$ cat src/rtl/ram_cmd_ctrl.sv
// UART command front-end for a 128 x 32 RAM.
// A write is a command byte plus four MSB-first data bytes. A read returns four MSB-first bytes.
module ram_cmd_ctrl #(
  parameter int TIMEOUT = 100000
) (
  input  logic        clk,
  input  logic        rst_n,
  input  logic [7:0]  rx_data,
  input  logic        rx_valid,
  input  logic        tx_busy,
  output logic [7:0]  tx_data,
  output logic        tx_start,
  output logic [6:0]  ram_addr,
  output logic [31:0] ram_data_in,
  output logic        ram_write_en,
  output logic        ram_read_en,
  input  logic [31:0] ram_data_out,
  output logic        busy
);

  localparam int TMO_W = (TIMEOUT > 1) ? $clog2(TIMEOUT) : 1;

  typedef enum logic [2:0] {
    S_IDLE, S_WR_DATA, S_WR_COMMIT, S_RD_REQ, S_RD_WAIT, S_TX_SEND, S_TX_GAP
  } state_t;

  state_t             r_state;
  state_t             w_next;
  logic [6:0]         r_addr;
  logic [31:0]        r_wdata;
  logic [31:0]        r_shift;
  logic [1:0]         r_byte;
  logic [TMO_W-1:0]   r_tmo;
  logic               w_tmo_hit;

  assign w_tmo_hit = (r_tmo == TMO_W'(TIMEOUT - 1));

  always_ff @(posedge clk or negedge rst_n) begin
    if (!rst_n) r_state <= S_IDLE;
    else        r_state <= w_next;
  end

  always_comb begin
    w_next = r_state;
    case (r_state)
      S_IDLE:      if (rx_valid) w_next = rx_data[7] ? S_WR_DATA : S_RD_REQ;
      S_WR_DATA: begin
        if (rx_valid) begin
          if (r_byte == 2'd3) w_next = S_WR_COMMIT;
        end else if (w_tmo_hit) begin
          w_next = S_IDLE;
        end
      end
      S_WR_COMMIT: w_next = S_IDLE;
      S_RD_REQ:    w_next = S_RD_WAIT;
      S_RD_WAIT:   w_next = S_TX_SEND;
      S_TX_SEND:   if (!tx_busy) w_next = S_TX_GAP;
      S_TX_GAP:    w_next = (r_byte == 2'd3) ? S_IDLE : S_TX_SEND;
      default:     w_next = S_IDLE;
    endcase
  end

  // r_byte counts received data bytes while writing and transmitted bytes while reading.
  always_ff @(posedge clk or negedge rst_n) begin
    if (!rst_n) begin
      r_addr  <= '0;
      r_wdata <= '0;
      r_shift <= '0;
      r_byte  <= '0;
      r_tmo   <= '0;
    end else begin
      case (r_state)
        S_IDLE: begin
          if (rx_valid) begin
            r_addr <= rx_data[6:0];
            r_byte <= '0;
            r_tmo  <= '0;
          end
        end
        S_WR_DATA: begin
          if (rx_valid) begin
            r_wdata <= {r_wdata[23:0], rx_data};
            r_byte  <= r_byte + 2'd1;
            r_tmo   <= '0;
          end else if (w_tmo_hit) begin
            r_wdata <= '0;
            r_tmo   <= '0;
          end else begin
            r_tmo <= r_tmo + TMO_W'(1);
          end
        end
        S_RD_WAIT: begin
          r_shift <= ram_data_out;
          r_byte  <= '0;
        end
        S_TX_GAP: begin
          r_shift <= {r_shift[23:0], 8'h00};
          r_byte  <= r_byte + 2'd1;
        end
        default: ;
      endcase
    end
  end

  assign ram_addr     = r_addr;
  assign ram_data_in  = r_wdata;
  assign tx_data      = r_shift[31:24];
  assign ram_write_en = (r_state == S_WR_COMMIT);
  assign ram_read_en  = (r_state == S_RD_REQ);
  assign tx_start     = (r_state == S_TX_SEND) && !tx_busy;
  assign busy         = (r_state != S_IDLE);

endmodule

$ cat config.mk
export PLATFORM = sky130hd
export DESIGN_NAME = ram_cmd_ctrl
export DESIGN_NICKNAME = d
export VERILOG_FILES = /design/src/rtl/ram_cmd_ctrl.sv
export SDC_FILE = /design/constraint.sdc
export NUM_CORES = 1
export LEC_CHECK = 0
export ABC_AREA = 1
export CORE_UTILIZATION = 50
export CTS_BUF_LIST = sky130_fd_sc_hd__clkbuf_8
export DETAILED_ROUTE_END_ITERATION = 8
export GPL_TIMING_DRIVEN = 0
export PLACE_DENSITY = 0.74
export SYNTH_ARGS = -nofsm -noshare
export SYNTH_HDL_FRONTEND = slang
export SYNTH_SLANG_ARGS = --single-unit
$ cat constraint.sdc
create_clock -name clk -period 1.7 [get_ports clk]
set_clock_uncertainty 0.15 [all_clocks]
set_input_delay 0.51 -clock clk [delete_from_list [all_inputs] [get_ports clk]]
set_output_delay 0.51 -clock clk [all_outputs]
set_load 0.1 [all_outputs]
* Word-level counts from Yosys, hierarchy flattened
Cells that the tools add are included.
Word-level totals: bits in registers 93, input port bits 44, output and inout port bits 51, word-level logic and storage cells 52
Operators by class: $add $sub $neg 2, eq/ne operators 13, mux-type cells 18, reductions and logical operators 13
Operator list (number):
- 32-bit 2-to-1 mux | 2
- 32-bit one-hot mux with 2 select lines | 1
- 17-bit 2-to-1 mux | 3
- 17-bit one-hot mux with 2 select lines | 1
- 3-bit 2-to-1 mux | 6
- 3-bit one-hot mux with 6 select lines | 1
- 17-bit by 1-bit adder with 17-bit output, second input constant | 1
- 17-bit equality test, second input constant | 1
- 3-bit equality test, second input constant | 3
- 2-bit one-hot mux with 4 select lines | 1
- 3-bit by 2-bit equality test with 1-bit output, second input constant | 2
- 2-bit 2-to-1 mux | 3
- 2-bit inequality test, second input constant | 3
- 3-bit inequality test, second input constant | 2
- 2-bit AND reduction | 3
- 2-bit nonzero test | 3
- 4-bit AND reduction | 1
- 4-bit nonzero test | 1
- 3-bit by 1-bit equality test with 1-bit output, second input constant | 1
- 3-bit zero test | 1
- 3-bit AND reduction | 1
- 3-bit nonzero test | 1
- 2-bit by 1-bit adder with 2-bit output, second input constant | 1
- 2-bit equality test, second input constant | 1
- other kinds (2) | 2

* Longest topological paths before layout
Gate-level depths: netlist of the first run.
depth in word-level cells 4, mapped depth 10, mapped depth without buffers 10

* Worst setup path after synthesis of the first run
OpenSTA, ideal clock, no wires.
kind register -> output, start point register r_state[2], end point output tx_start, arrival time 2.106 ns, required time 1.040 ns, path slack -1.066 ns, stages on the path, launching flop included 5, buffers on the path 2, cells stage by stage dfrtp_1 buf_2 buf_1 nand2_1 nor2_1
On the way: cells in the longest elaborated chain, start to end 2
RTL lines:
- start, declared | RTL line 27 | state_t r_state;
- start signal, assigned | RTL line 40 | else r_state <= w_next;
- 3-bit equality test | RTL line 110 | assign tx_start = (r_state == S_TX_SEND) && !tx_busy;
- 1-bit logical AND | RTL line 110
- end, declared | RTL line 12 | output logic tx_start,
No other way between the ends.

* Worst setup path after layout of the first run
start point register r_state[1], end point output busy
On the way: cells in the longest elaborated chain, start to end 1
RTL lines:
- 3-bit nonzero test | RTL line 111 | assign busy = (r_state != S_IDLE);
- end, declared | RTL line 18 | output logic busy
No other way between the ends.

==> results of run 1 <==
[registers in the layout (all words and copies together), names as in the netlist]
name / cells
r_shift: 32
ram_data_in: 32
r_tmo: 17
ram_addr: 7
r_state: 3
r_byte: 2
[cell usage in the layout, fill, tap and decap left out, types with 2 or more instances in the layout]
cell type and count:
nor2_1 20, nand2_2 3, inv_2 8, nor2_2 7, buf_12 24, clkdlybuf4s50_1 41, dfrtp_2 8, a21oi_1 2
buf_6 28, nand2_4 8, nand3_1 58, clkbuf_8 9, nand2_1 155, o211ai_1 9, dfrtp_1 85, clkinvlp_4 3
nor2_4 8, nand3_2 3, inv_1 48, o21ai_1 18, buf_8 15, xor2_1 6, o21ai_2 8, o211ai_2 15
buf_2 6, nand3_4 4, inv_8 2, clkbuf_2 3, o22ai_1 2, xor2_2 2, o21ai_0 20, buf_4 49
nand4_1 5, inv_4 2, o211ai_4 2
[timing repair]
item | CTS | global route
hold buffers | 1 | 0
pin swaps | 11 | 8
buffers inserted | 26 | 23
gates resized for setup | 398 | 91
hold endpoints to repair | 30 | 0
endpoints found under the setup margin | 95 | 112
gates cloned | 0 | 1
[power breakdown]
group | switching [mW] | internal (mW) | total (mW)
Combinational | 6.71 | 3.51 | 10.2
Clock | 0.838 | 0.688 | 1.53
Sequential | 0.740 | 3.09 | 3.83
[area by class of cell]
type	count	area (sq um)	share of cell area, %
multi-input combinational	361	2060	29.9
clock inverter	7	73.8	1.07
clock buffer	9	124	1.80
inverter	60	246	3.57
buffer	25	238	3.45
sequential	93	2340	33.9
tap	108	135	1.96
timing repair buffer	145	1680	24.4
[path summary, 6_finish.rpt]
check                             endpoint  slack [ns]  cells after the start
max                                   busy       -0.50                      6
min                        ram_data_in[24]        0.33                      2
max reg2reg                     r_state[0]       -0.13                     11
min reg2reg                ram_data_in[24]        0.33                      2
max in group asynchronous       r_state[1]        0.23                      3
min in group asynchronous        r_tmo[13]        0.51                      2
[worst min-delay path, stage by stage (launching register included)]
cell and delay [ns]:
dfrtp_1 0.36, nand2_1 0.05, nand2_1 0.05
[layer usage]
metal | vias up | global-route usage, % | wire (um)
met2 | 137 | 43.3 | 6860
met5 | - | 0 | 0
met3 | 34 | 3.12 | 514
li1 | 2049 | - | -
met4 | 0 | 9.30 | 327
met1 | 2159 | 33.5 | 5540
[logic make-up after synthesis]
kind of cell	after synthesis
and+or+nand+nor	274
buffers and inverters	94
DFF	93
AOI/OAI and AO/OA	77
xor gates and xnor gates	8
adders and majority gates	2
[synthesized netlist by cell type, drive strengths merged]
library cell    n  area [sq um]
nand2         167           657
a21oi           3          15.0
clkbuf          3          11.3
or2             1          6.26
nand3          65           365
nor3            1          5.00
o22ai           2          12.5
buf            31           233
ha              2          25.0
inv            59           221
o211ai         26           280
nor2           35           146
dfrtp          93          2330
o21ai          46           260
clkinv          1          8.76
xor2            8          70.1
nand4           5          31.3
==> impl_metrics.py, run 1 <==
metrics = {
    "run_status": {
        "outcome": "complete, but fails checks",
        "violations": "setup timing",
    },
    "timing": {
        "finalHoldViolCount": 0,
        "period_minus_slack_ns": 2.20,
        "max_freq_mhz": 454,
        "setup_viol": 26,
        "fin_tns_setup_ns": -2.71,
        "slew_headroom_pct": 62.1,
        "whs_ns": 0.334,
        "timing.final.crit_share_pct": 130,
        "rsz0062_at_grt": "yes",
        "setup_ws_ns": -0.505,
        "slew_violations": 0,
        "max_slew.worst_pin.slew_ns": 0.568,
    },
    "synth": {
        "yosysSeqAreaShare_pct": 49.8,
        "synth_top_family_by_area": "simple AND/OR/NAND/NOR gates",
        "yosys.area_share.simple_pct": 25.9,
        "ys_ff_latch": 93,
        "syn-instance-count": 548,
        "synthAdderAreaFrac_pct": 0.535,
        "synth_compound_area_share_pct": 12.1,
        "syn_area_sq_um": 4680,
        "ys_warn_count": 0,
        "syn_area_per_cell_sq_um": 8.53,
        "synthMuxAreaShare_pct": 0,
        "synth_xor_area_share_pct": 1.50,
        "synth_fp_nets": 594,
        "synth_cell_types": 31,
    },
    "die": {
        "rows": 34,
        "dieArea_sq_um": 9740,
        "die_x_um": 98.7,
        "coreArea_sq_um": 8890,
        "die_h_um": 98.7,
        "design.portCount": 95,
        "initial_core_util_pct": 52.6,
    },
    "grt": {
        "track_usage_pct": 25.4,
        "antenna_found_initial": 0,
        "grt_pass1_wl_mm": 19.3,
        "first_global_vias": 3989,
        "grt_max_degree": 53,
        "grt-ovfl-total": 0,
    },
    "pwr": {
        "power_density_nw_per_um2": 2260,
        "irDropWorstVdd_uv": 1430,
        "cellLeakagePower_nw": 3.30,
        "total_power_mw": 15.6,
    },
    "cells_and_area": {
        "diodes": 0,
        "area_growth_pct": 47.6,
        "drive_above_1_share_pct": 32.3,
        "utilization_pct": 77.6,
        "layoutNonFillerInstCount": 808,
        "fill_cells": 583,
        "nNetsFinal": 741,
        "final_cell_area_sq_um": 6900,
    },
    "setup_path": {
        "cp.arrival_ns": 1.54,
        "critPathBufInv": 4,
        "startpoint": "r_state[1]",
        "end_kind": "output port",
        "critPathMaxFanout": 3,
        "critPathLaunchType": "register",
        "path_class": "register to output port",
        "crit_path_frequent_cell": "nor2_4",
        "cp_cell_sequence": "nor2_4 -> buf_8 -> inv_4 -> nor2_4 -> clkinvlp_4 -> buf_12",
        "critPathTopFamily": "buffers and inverters",
        "cp.required_ns": 1.04,
        "reg2reg_from": "r_state[0]",
        "cp_slowest_cell": "dfrtp_2",
        "slowest_delay_ns": 0.45,
    },
    "drt": {
        "first_pass_iters": 5,
        "drt-total-wl_mm": 13.2,
        "drt-initial-drc-count": 194,
        "drc": 0,
        "vias_per_cell": 5.42,
        "avgRoutedWirePerCell_um": 16.4,
        "ant_nets": 0,
        "num_vias": 4379,
    },
    "place": {
        "place_area_sq_um": 5820,
        "placed_cells": 751,
        "hpwl_mm": 7.95,
        "routabilityCongestion": 0.894,
        "port_buffers": 94,
        "dp_slack_ns": -1.22,
    },
    "cts": {
        "htree_levels": 3,
        "cts_made_buffers": 9,
        "clock_sinks": 93,
        "worstSkewPairLatency_ns": 0.37,
        "root_buffer": "clkbuf_8",
        "cts_tree": "built",
        "path_clk_slew_ns": 0.09,
        "clockBufferDepth": 2,
    },
    "flow_run": {
        "drv_cap": 0,
    },
    "min_path": {
        "hold_path.startpoint": "ram_data_in[24]",
        "min-delay-path-class": "register to register",
    },
}
(Power assumes the default switching activity.)
==> run 2: changes to the inputs <==
- CORE_UTILIZATION: 50 -> 45
- PLACE_DENSITY: 0.74 -> 0.67
==> run 2 against run 1 <==
The flow still finishes with violations (setup timing). Maximum frequency barely moved. Design area fell by 0.83%. Core utilization decreased by 8.6 points. Non-clock buffer count is 14 lower. Critical path type unchanged. Critical endpoint unchanged. Highest routed layer unchanged.
==> impl_metrics.py, run 2 (synthesis gave the netlist of run 1 again) <==
metrics = {
    "setup_path": {
        "r2r_slack_ns": -0.03,
        "critPathMaxFanout": 4,
        "cp.required_ns": 1.04,
        "cp.arrival_ns": 1.54,
        "critPathLaunchType": "register",
        "startpoint": "r_state[0]",
        "path_class": "register to output port",
        "endpoint": "busy",
        "reg2reg_from": "r_state[0]",
        "rr_worst_depth": 8,
        "r2r-end": "r_tmo[4]",
        "end_kind": "output port",
    },
    "die": {
        "design.portCount": 95,
        "rows": 36,
        "coreArea_sq_um": 9910,
        "die_h_um": 104,
        "initial_core_util_pct": 47.2,
        "die_x_um": 104,
        "dieArea_sq_um": 10800,
    },
    "grt": {
        "track_usage_pct": 22.1,
        "grt_max_degree": 68,
        "antenna_found_initial": 0,
        "first_global_vias": 3883,
        "grt_pass1_wl_mm": 19.1,
        "grt-ovfl-total": 0,
    },
    "timing": {
        "setup_ws_ns": -0.505,
        "slew_headroom_pct": 74.6,
        "slew_violations": 0,
        "rsz0062_at_grt": "yes",
        "max_slew.worst_pin.slew_ns": 0.382,
        "period_minus_slack_ns": 2.20,
        "finalHoldViolCount": 0,
        "max_freq_mhz": 454,
        "fin_tns_setup_ns": -1.67,
        "setup_viol": 7,
        "timing.final.crit_share_pct": 130,
    },
    "run_status": {
        "outcome": "complete, but fails checks",
        "violations": "setup timing",
    },
    "cells_and_area": {
        "drive_above_1_share_pct": 30.0,
        "area_growth_pct": 46.3,
        "nNetsFinal": 727,
        "fill_cells": 782,
        "final_common_cell": "nand2_1",
        "diodes": 0,
        "final_cell_mix": "nand2_1 (158), dfrtp_1 (86), nand3_1 (56), inv_1 (48), clkdlybuf4s50_1 (41)",
    },
    "flow_run": {
        "drv_cap": 0,
    },
    "drt": {
        "drt-initial-drc-count": 182,
        "drt-total-wl_mm": 12.1,
        "first_pass_iters": 4,
        "avgRoutedWirePerCell_um": 14.7,
        "ant_nets": 0,
        "vias_per_cell": 5.00,
        "drc": 0,
        "num_vias": 4097,
    },
    "place": {
        "routabilityCongestion": 0.840,
        "hpwl_mm": 8.23,
        "dp_slack_ns": -1.18,
        "port_buffers": 94,
    },
    "cts": {
        "cts_tree": "built",
        "root_buffer": "clkbuf_8",
        "path_clk_slew_ns": 0.09,
        "clock_sinks": 93,
        "clockBufferDepth": 2,
        "cts_made_buffers": 9,
        "worstSkewPairLatency_ns": 0.37,
        "htree_levels": 3,
    },
    "min_path": {
        "min-delay-path-class": "register to register",
        "holdPathStages": 2,
    },
}
-- run 2: cell types whose count changed in the layout (fill, tap and decap cells not counted), sizes merged --
cell      delta
buf         -16
clkinvlp     -1
clkbuf       +3
-- run 2: per-stage QoR --
step           util, %  cell area, sq um  instances  hold slack (ns)
6_report          69.1              6840        819            0.351
5_1_grt           69.1              6840        819            0.373
4_1_cts           64.2              6360        800            0.334
3_5_place_dp      59.1              5850        776            0.308
3_3_place_gp      58.8              5830        775            0.303
2_1_floorplan        -              4720        548           0.0644
-- run 2: what timing repair did --
action / in CTS / in global routing
endpoints found under the hold margin: 26 / 0
pin swaps: 7 / 10
setup endpoints to repair: 103 / 95
setup buffers: 15 / 18
cloned: 0 / 2
hold buffers: 1 / 0
resized for setup: 401 / 78
-- run 2: layout make-up --
type / instances / area, sq um / share of cell area (%)
sequential: 93 / 2340 / 34.1
multi-input combinational: 361 / 2050 / 29.9
timing repair buffer: 131 / 1580 / 23.1
buffer: 25 / 260 / 3.80
inverter: 60 / 246 / 3.60
tap: 133 / 166 / 2.43
clock buffer: 10 / 138 / 2.01
clock inverter: 6 / 68.8 / 1.01
-- run 2: routing by layer --
layer / routed length, um / part of all wire (%) / track usage [%]
met1: 5050 / 42 / 28.0
met2: 6370 / 53 / 39.0
met3: 451 / 3.7 / 2.76
met4: 202 / 1.7 / 7.35
met5: 0 / 0 / 0
-- run 2: critical path: stages, from the launching register on --
cell and delay, ns:
dfrtp_2 0.46, nor2_4 0.14, buf_8 0.11, inv_4 0.03, nor2_4 0.10, clkinvlp_4 0.14, buf_12 0.19
-- run 2: worst min path at each step --
stage                                from              end  slack, ns
final                     ram_data_in[25]  ram_data_in[25]       0.35
after global routing      ram_data_in[25]  ram_data_in[25]       0.37
after CTS                 ram_data_in[25]  ram_data_in[25]       0.33
after detailed placement            rst_n        r_tmo[13]       0.31
after global placement    ram_data_in[30]  ram_data_in[30]       0.30
after floorplan                     rst_n        r_byte[0]       0.06
Power of run 2 is left out: the tool's default activity adds up to more than one toggle a clock period on the data nets, which glitch-free logic cannot reach.
